**src/rtl/systolic_ctrl.sv**
```systemverilog
// Sequencer for a 3x3 8-bit systolic array: loads an operand pair, clears and feeds the array,
// waits out the drain latency, then streams the nine 16-bit results over a valid/ready port.
//
// state   | meaning
// --------+-------------------------------------------------------------
// IDLE    | in_ready high, waiting for an operand pair
// CLEAR   | array accumulators held in reset for one cycle
// FEED    | three cycles driving column k of A and row k of B
// DRAIN   | zeros on the array edge while the last products settle
// CAPTURE | snapshot of the packed array result
// STREAM  | nine result beats, idx 0..8, honouring res_ready
module systolic_ctrl #(
   parameter int DRAIN_CYCLES = 6
) (
   input  logic          clk,
   input  logic          rst,
   input  logic          in_valid,
   output logic          in_ready,
   input  logic [71:0]   in_a,
   input  logic [71:0]   in_b,
   output logic [7:0]    a11,
   output logic [7:0]    a21,
   output logic [7:0]    a31,
   output logic [7:0]    b11,
   output logic [7:0]    b12,
   output logic [7:0]    b13,
   output logic          arr_rst_n,
   input  logic [143:0]  arr_c,
   output logic          res_valid,
   input  logic          res_ready,
   output logic [15:0]   res_data,
   output logic [3:0]    res_idx,
   output logic          res_last,
   output logic          busy
);

   localparam int CW = (DRAIN_CYCLES > 1) ? $clog2(DRAIN_CYCLES) : 1;

   typedef enum logic [2:0] {
      S_IDLE,
      S_CLEAR,
      S_FEED,
      S_DRAIN,
      S_CAPTURE,
      S_STREAM
   } state_t;

   state_t          state, state_nxt;
   logic [1:0]      k, k_nxt;
   logic [CW-1:0]   drain_cnt, drain_cnt_nxt;
   logic [3:0]      idx, idx_nxt;
   logic            load, capture;

   logic [71:0]     a_op, b_op;
   logic [143:0]    result;
   logic [7:0]      a_el [3][3];
   logic [7:0]      b_el [3][3];
   logic [15:0]     c_el [9];

   logic            in_ready_nxt, busy_nxt, arr_rst_n_nxt;
   logic [7:0]      a11_nxt, a21_nxt, a31_nxt, b11_nxt, b12_nxt, b13_nxt;
   logic            res_valid_nxt, res_last_nxt;
   logic [15:0]     res_data_nxt;
   logic [3:0]      res_idx_nxt;
   logic            feed, stream;

   always_comb begin
      for (int i = 0; i < 3; i++) begin
         for (int j = 0; j < 3; j++) begin
            a_el[i][j] = a_op[8*(3*i+j) +: 8];
            b_el[i][j] = b_op[8*(3*i+j) +: 8];
         end
      end
   end

   // In CAPTURE the first beat is taken straight from arr_c, since result
   // is only written on the same edge.
   always_comb begin
      for (int e = 0; e < 9; e++) begin
         c_el[e] = (state == S_CAPTURE) ? arr_c[16*e +: 16] : result[16*e +: 16];
      end
   end

   always_ff @(posedge clk or negedge rst) begin
      if (!rst) state <= S_IDLE;
      else      state <= state_nxt;
   end

   always_comb begin
      state_nxt     = state;
      k_nxt         = k;
      drain_cnt_nxt = drain_cnt;
      idx_nxt       = idx;
      load          = 1'b0;
      capture       = 1'b0;
      case (state)
         S_IDLE: begin
            if (in_valid && in_ready) begin
               load      = 1'b1;
               state_nxt = S_CLEAR;
            end
         end
         S_CLEAR: begin
            state_nxt = S_FEED;
            k_nxt     = 2'd0;
         end
         S_FEED: begin
            if (k == 2'd2) begin
               state_nxt     = S_DRAIN;
               drain_cnt_nxt = CW'(DRAIN_CYCLES - 1);
            end else begin
               k_nxt = k + 2'd1;
            end
         end
         S_DRAIN: begin
            if (drain_cnt == '0) state_nxt = S_CAPTURE;
            else                 drain_cnt_nxt = drain_cnt - CW'(1);
         end
         S_CAPTURE: begin
            capture   = 1'b1;
            state_nxt = S_STREAM;
            idx_nxt   = 4'd0;
         end
         S_STREAM: begin
            if (res_ready) begin
               if (idx == 4'd8) state_nxt = S_IDLE;
               else             idx_nxt   = idx + 4'd1;
            end
         end
         default: state_nxt = S_IDLE;
      endcase
   end

   // Every output is registered from the next-state view so it lines up with the state register.
   always_comb begin
      feed          = (state_nxt == S_FEED);
      stream        = (state_nxt == S_STREAM);
      in_ready_nxt  = (state_nxt == S_IDLE);
      busy_nxt      = (state_nxt != S_IDLE);
      arr_rst_n_nxt = (state_nxt != S_CLEAR);
      a11_nxt       = 8'd0;
      a21_nxt       = 8'd0;
      a31_nxt       = 8'd0;
      b11_nxt       = 8'd0;
      b12_nxt       = 8'd0;
      b13_nxt       = 8'd0;
      res_valid_nxt = stream;
      res_idx_nxt   = 4'd0;
      res_data_nxt  = 16'd0;
      res_last_nxt  = 1'b0;
      if (feed) begin
         a11_nxt = a_el[0][k_nxt];
         a21_nxt = a_el[1][k_nxt];
         a31_nxt = a_el[2][k_nxt];
         b11_nxt = b_el[k_nxt][0];
         b12_nxt = b_el[k_nxt][1];
         b13_nxt = b_el[k_nxt][2];
      end
      if (stream) begin
         res_idx_nxt  = idx_nxt;
         res_data_nxt = c_el[idx_nxt];
         res_last_nxt = (idx_nxt == 4'd8);
      end
   end

   always_ff @(posedge clk or negedge rst) begin
      if (!rst) begin
         k         <= 2'd0;
         drain_cnt <= '0;
         idx       <= 4'd0;
         a_op      <= '0;
         b_op      <= '0;
         result    <= '0;
      end else begin
         k         <= k_nxt;
         drain_cnt <= drain_cnt_nxt;
         idx       <= idx_nxt;
         if (load) begin
            a_op <= in_a;
            b_op <= in_b;
         end
         if (capture) result <= arr_c;
      end
   end

   always_ff @(posedge clk or negedge rst) begin
      if (!rst) begin
         in_ready  <= 1'b0;
         busy      <= 1'b0;
         arr_rst_n <= 1'b0;
         a11       <= 8'd0;
         a21       <= 8'd0;
         a31       <= 8'd0;
         b11       <= 8'd0;
         b12       <= 8'd0;
         b13       <= 8'd0;
         res_valid <= 1'b0;
         res_data  <= 16'd0;
         res_idx   <= 4'd0;
         res_last  <= 1'b0;
      end else begin
         in_ready  <= in_ready_nxt;
         busy      <= busy_nxt;
         arr_rst_n <= arr_rst_n_nxt;
         a11       <= a11_nxt;
         a21       <= a21_nxt;
         a31       <= a31_nxt;
         b11       <= b11_nxt;
         b12       <= b12_nxt;
         b13       <= b13_nxt;
         res_valid <= res_valid_nxt;
         res_data  <= res_data_nxt;
         res_idx   <= res_idx_nxt;
         res_last  <= res_last_nxt;
      end
   end

endmodule

```
**config.mk**
```make
export PLATFORM = sky130hd
export DESIGN_NAME = systolic_ctrl
export DESIGN_NICKNAME = d
export VERILOG_FILES = /design/src/rtl/systolic_ctrl.sv
export SDC_FILE = /design/constraint.sdc
export NUM_CORES = 1
export LEC_CHECK = 0
export BUFFER_PORTS_ARGS = -buffer_cell sky130_fd_sc_hd__buf_2
export CAP_MARGIN = 20
export CORE_MARGIN = 3
export CORE_UTILIZATION = 44
export CTS_CLUSTER_DIAMETER = 50
export DETAILED_ROUTE_END_ITERATION = 10
export MAX_ROUTING_LAYER = met4
export PLACE_DENSITY = 0.69
export SYNTH_ARGS = -nofsm -noshare
export SYNTH_HDL_FRONTEND = slang
export SYNTH_SLANG_ARGS = --single-unit
```
**constraint.sdc**
```tcl
create_clock -name clk -period 2.2 [get_ports clk]
set_input_delay 0.22 -clock clk [delete_from_list [all_inputs] [get_ports clk]]
set_output_delay 0.22 -clock clk [all_outputs]
set_load 0.005 [all_outputs]
```
==> impl_metrics.sql <==
INSERT INTO impl_metrics (metric_group, metric, value, unit) VALUES
('sta', 'achievable-frequency', '0.431', 'GHz'),
('placement', 'dp_hpwl', '35700', 'um'),
('sta', 'final.setup.worst_slack', '-0.122', 'ns'),
('route', 'wire_length_reported_by_the_detailed_router', '59800', 'um'),
('critical_path', 'worst_path_largest_cell_delay', '0.38', 'ns'),
('placement', 'pre_cts_slack', '-0.586', 'ns'),
('sta', 'fin_worst_skew', '0.0153', 'ns'),
('floorplan', 'initial_utilization', '44.7', '%'),
('route', 'dr.first_iter.drc_count', '1185', ''),
('grt', 'antenna_violations_before_repair', '9', ''),
('route', 'routed_wire_length_per_instance', '20.7', 'um'),
('grt', 'number_of_global_route_vias_before_repair', '16365', ''),
('power_and_ir_drop', 'power.clock.fraction', '20.8', '%'),
('route', 'route.vias.total', '15707', ''),
('sta', 'setup_viol_count_final', '16', ''),
('logic_synthesis', 'postSynth.asyncResetShare', '100', '%'),
('logic_synthesis', 'syn_area_per_cell', '10.5', 'sq um'),
('critical_path', 'worst-endpoint-required', '2.70', 'ns'),
('logic_synthesis', 'netlist_instances', '1601', ''),
('logic_synthesis', 'muxShareOfSynthArea', '13.2', '%'),
('sta', 'unrepaired_setup_endpoints_after_global_routing', 'yes', ''),
('critical_path', 'maximum_fanout_along_the_worst_path', '8', ''),
('sta', 'final-hold-violation-count', '0', ''),
('logic_synthesis', 'synth-seq-cells', '373', ''),
('critical_path', 'worst_setup_path_end_kind', 'register', ''),
('sta', 'final_max_slew_viol_count', '0', ''),
('clock_tree', 'clock_tree_from_tritoncts', 'built', ''),
('layout', 'layout_common_cells', 'sky130_fd_sc_hd__nand2_1 (452), sky130_fd_sc_hd__dfrtp_1 (370), sky130_fd_sc_hd__buf_2 (363)', ''),
('power_and_ir_drop', 'power.switching_fraction', '37.9', '%'),
('clock_tree', 'path_clk_slew', '0.06', 'ns'),
('sta', 'final.period_utilization', '106', '%'),
('layout', 'regArea', '0.00934', 'sq mm'),
('hold_path', 'hold_path_class', 'in -> async', ''),
('status', 'result_of_the_run', 'finished with violations', ''),
('layout', 'fillerInstances', '2600', ''),
('logic_synthesis', 'yosys.area_share.xor_xnor', '0.104', '%'),
('layout', 'area_growth', '50.3', '%'),
('critical_path', 'critical_path.most_common_cell', 'sky130_fd_sc_hd__buf_6', ''),
('sta', 'timing_worst_slew_pin_value', '0.720', 'ns'),
('power_and_ir_drop', 'intPower', '22.7', 'mW'),
('logic_synthesis', 'synth_edf_count', '0', ''),
('layout', 'final_net_count', '2629', ''),
('critical_path', 'critPathTopFamily', 'compound AO/OA/AOI/OAI gates', ''),
('placement', 'globalplace.congestion', '0.907', ''),
('critical_path', 'worst_setup_path_start_kind', 'register', ''),
('route', 'router_iterations_before_antenna_repair', '8', ''),
('status', 'violations', 'setup timing', ''),
('critical_path', 'path_class', 'reg -> reg', ''),
('floorplan', 'core.rowCount', '71', ''),
('grt', 'global_route.usage.met3', '6.60', '%'),
('grt', 'grt_overflow_total', '0', ''),
('logic_synthesis', 'dominantRegCellSynth', 'sky130_fd_sc_hd__dfrtp_1', ''),
('power_and_ir_drop', 'power.density_cell_area', '1450', 'mW/mm^2'),
('power_and_ir_drop', 'largest_vdd_supply_drop', '0.886', 'mV'),
('grt', 'grt_first_pass_wirelength', '90400', 'um'),
('power_and_ir_drop', 'power.share.sequential', '33.1', '%'),
('floorplan', 'design.core.area', '0.0377', 'sq mm'),
('sta', 'fin_crit', '2.32', 'ns'),
('grt', 'pin_count_of_the_biggest_net_entering_global_routing', '75', ''),
('layout', 'drive_above_1_share', '37.2', '%'),
('placement', 'io_buffers', '364', ''),
('floorplan', 'die_height', '202', 'um'),
('logic_synthesis', 'synth_top_area_share', '55.4', '%'),
('clock_tree', 'h-tree-depth', '2', ''),
('grt', 'globalRouteMet1Util', '33.6', '%'),
('power_and_ir_drop', 'net-switching-power', '13.9', 'mW'),
('critical_path', 'worst_ep_arrival_time', '2.82', 'ns'),
('logic_synthesis', 'synth-seq-area-share', '55.4', '%'),
('power_and_ir_drop', 'cellLeakagePower', '12.3', 'nW'),
('sta', 'max_slew_headroom', '52.0', '%'),
('clock_tree', 'cts_buffers', '45', '');
## registers in the layout, indices dropped and copies added, names as in the netlist
register / count
a_op: 72
b_op: 72
res_data: 16
busy: 1
res_idx: 4
b13: 8
a21: 8
b12: 8
arr_rst_n: 1
result: 144
k: 2
idx: 4
drain_cnt: 3
state: 3
res_last: 1
b11: 8
in_ready: 1
res_valid: 1
a11: 8
a31: 8
## cells by family after synthesis
| kind of cell | Yosys count |
|---|---|
| xor gates and xnor gates | 2 |
| DFF | 373 |
| adders and majority gates | 6 |
| and+or+nand+nor | 658 |
| buffers and inverters | 136 |
| muxes | 195 |
| AOI/OAI and AO/OA | 231 |
## worst paths after layout
path	start	end	slack [ns]	cells after the start
worst max-delay path	idx[0]$_DFF_PN0_	res_data[9]$_DFF_PN0_	-0.12	11
worst min-delay path	rst	result[6]$_DFFE_PN0P_	0.18	2
worst max register to register	idx[0]$_DFF_PN0_	res_data[9]$_DFF_PN0_	-0.12	11
worst min register to register	result[114]$_DFFE_PN0P_	result[114]$_DFFE_PN0P_	0.47	2
max in group asynchronous	rst	idx[1]$_DFF_PN0_	1.21	3
min in group clk	in_valid	in_ready$_DFF_PN0_	0.24	4
## synth_stat cells, types with 7 or more instances
cell	number
sky130_fd_sc_hd__o31a_1	15
sky130_fd_sc_hd__mux2_4	9
sky130_fd_sc_hd__nand3_1	47
sky130_fd_sc_hd__buf_2	50
sky130_fd_sc_hd__o211ai_1	15
sky130_fd_sc_hd__o22ai_1	13
sky130_fd_sc_hd__clkbuf_1	47
sky130_fd_sc_hd__nor2_1	101
sky130_fd_sc_hd__a22oi_1	41
sky130_fd_sc_hd__a2111oi_0	12
sky130_fd_sc_hd__buf_4	11
sky130_fd_sc_hd__nand2_1	453
sky130_fd_sc_hd__a31oi_1	25
sky130_fd_sc_hd__a311oi_1	18
sky130_fd_sc_hd__buf_1	7
sky130_fd_sc_hd__dfrtp_1	373
sky130_fd_sc_hd__inv_1	12
sky130_fd_sc_hd__a22oi_2	10
sky130_fd_sc_hd__a221o_1	16
sky130_fd_sc_hd__mux2_2	183
sky130_fd_sc_hd__o21ai_0	34
sky130_fd_sc_hd__nor2b_1	19
sky130_fd_sc_hd__o221ai_1	10
## per-stage QoR
stage	power, mW	instances	cell area (sq um)	util [%]	TNS, ns
global route	38.6	2884	25300	67.2	-2.81
detailed placement	26.0	2469	19900	52.8	-8.62
floorplan	20.6	1601	16800	-	0
finish	36.6	2885	25300	67.2	-1.41
global placement	25.5	2469	19900	52.8	-6.80
CTS	34.9	2853	24700	65.6	-0.637
## layout make-up
type                    count  share of cell area, %
diodes                     10                 0.0989
clock buffers              60                   5.12
clock inverters            20                  0.929
inverters                  15                  0.262
multi-input cells        1092                   28.8
flip-flops and latches    373                   36.9
well taps                 511                   2.53
repair buffers            803                   25.3
repair inverters            1                 0.0297
## per-layer routing
metal  part of all wire (%)  vias up
li1                       -     7006
met1                     37     7706
met2                     50      789
met3                    7.6      206
met4                    5.3        0
met5                      0        -
## power by group through the flow
stage / logic [mW] / registers (mW) / clock network (mW)
finish: 16.9 / 12.1 / 7.62
detailed placement: 14.0 / 11.9 / 0
global placement: 13.7 / 11.8 / 0
CTS: 15.3 / 11.9 / 7.70
floorplan: 9.28 / 11.4 / 0
global route: 18.2 / 12.4 / 8.01
## what timing repair did
item | CTS | global route
pin swaps | 13 | 48
gates cloned | 1 | 10
buffers inserted | 14 | 13
hold endpoints to repair | 470 | 0
setup endpoints to repair | 61 | 82
hold buffers | 289 | 0
gates resized for setup | 63 | 80
No activity file was read; power rests on OpenSTA's default activity.
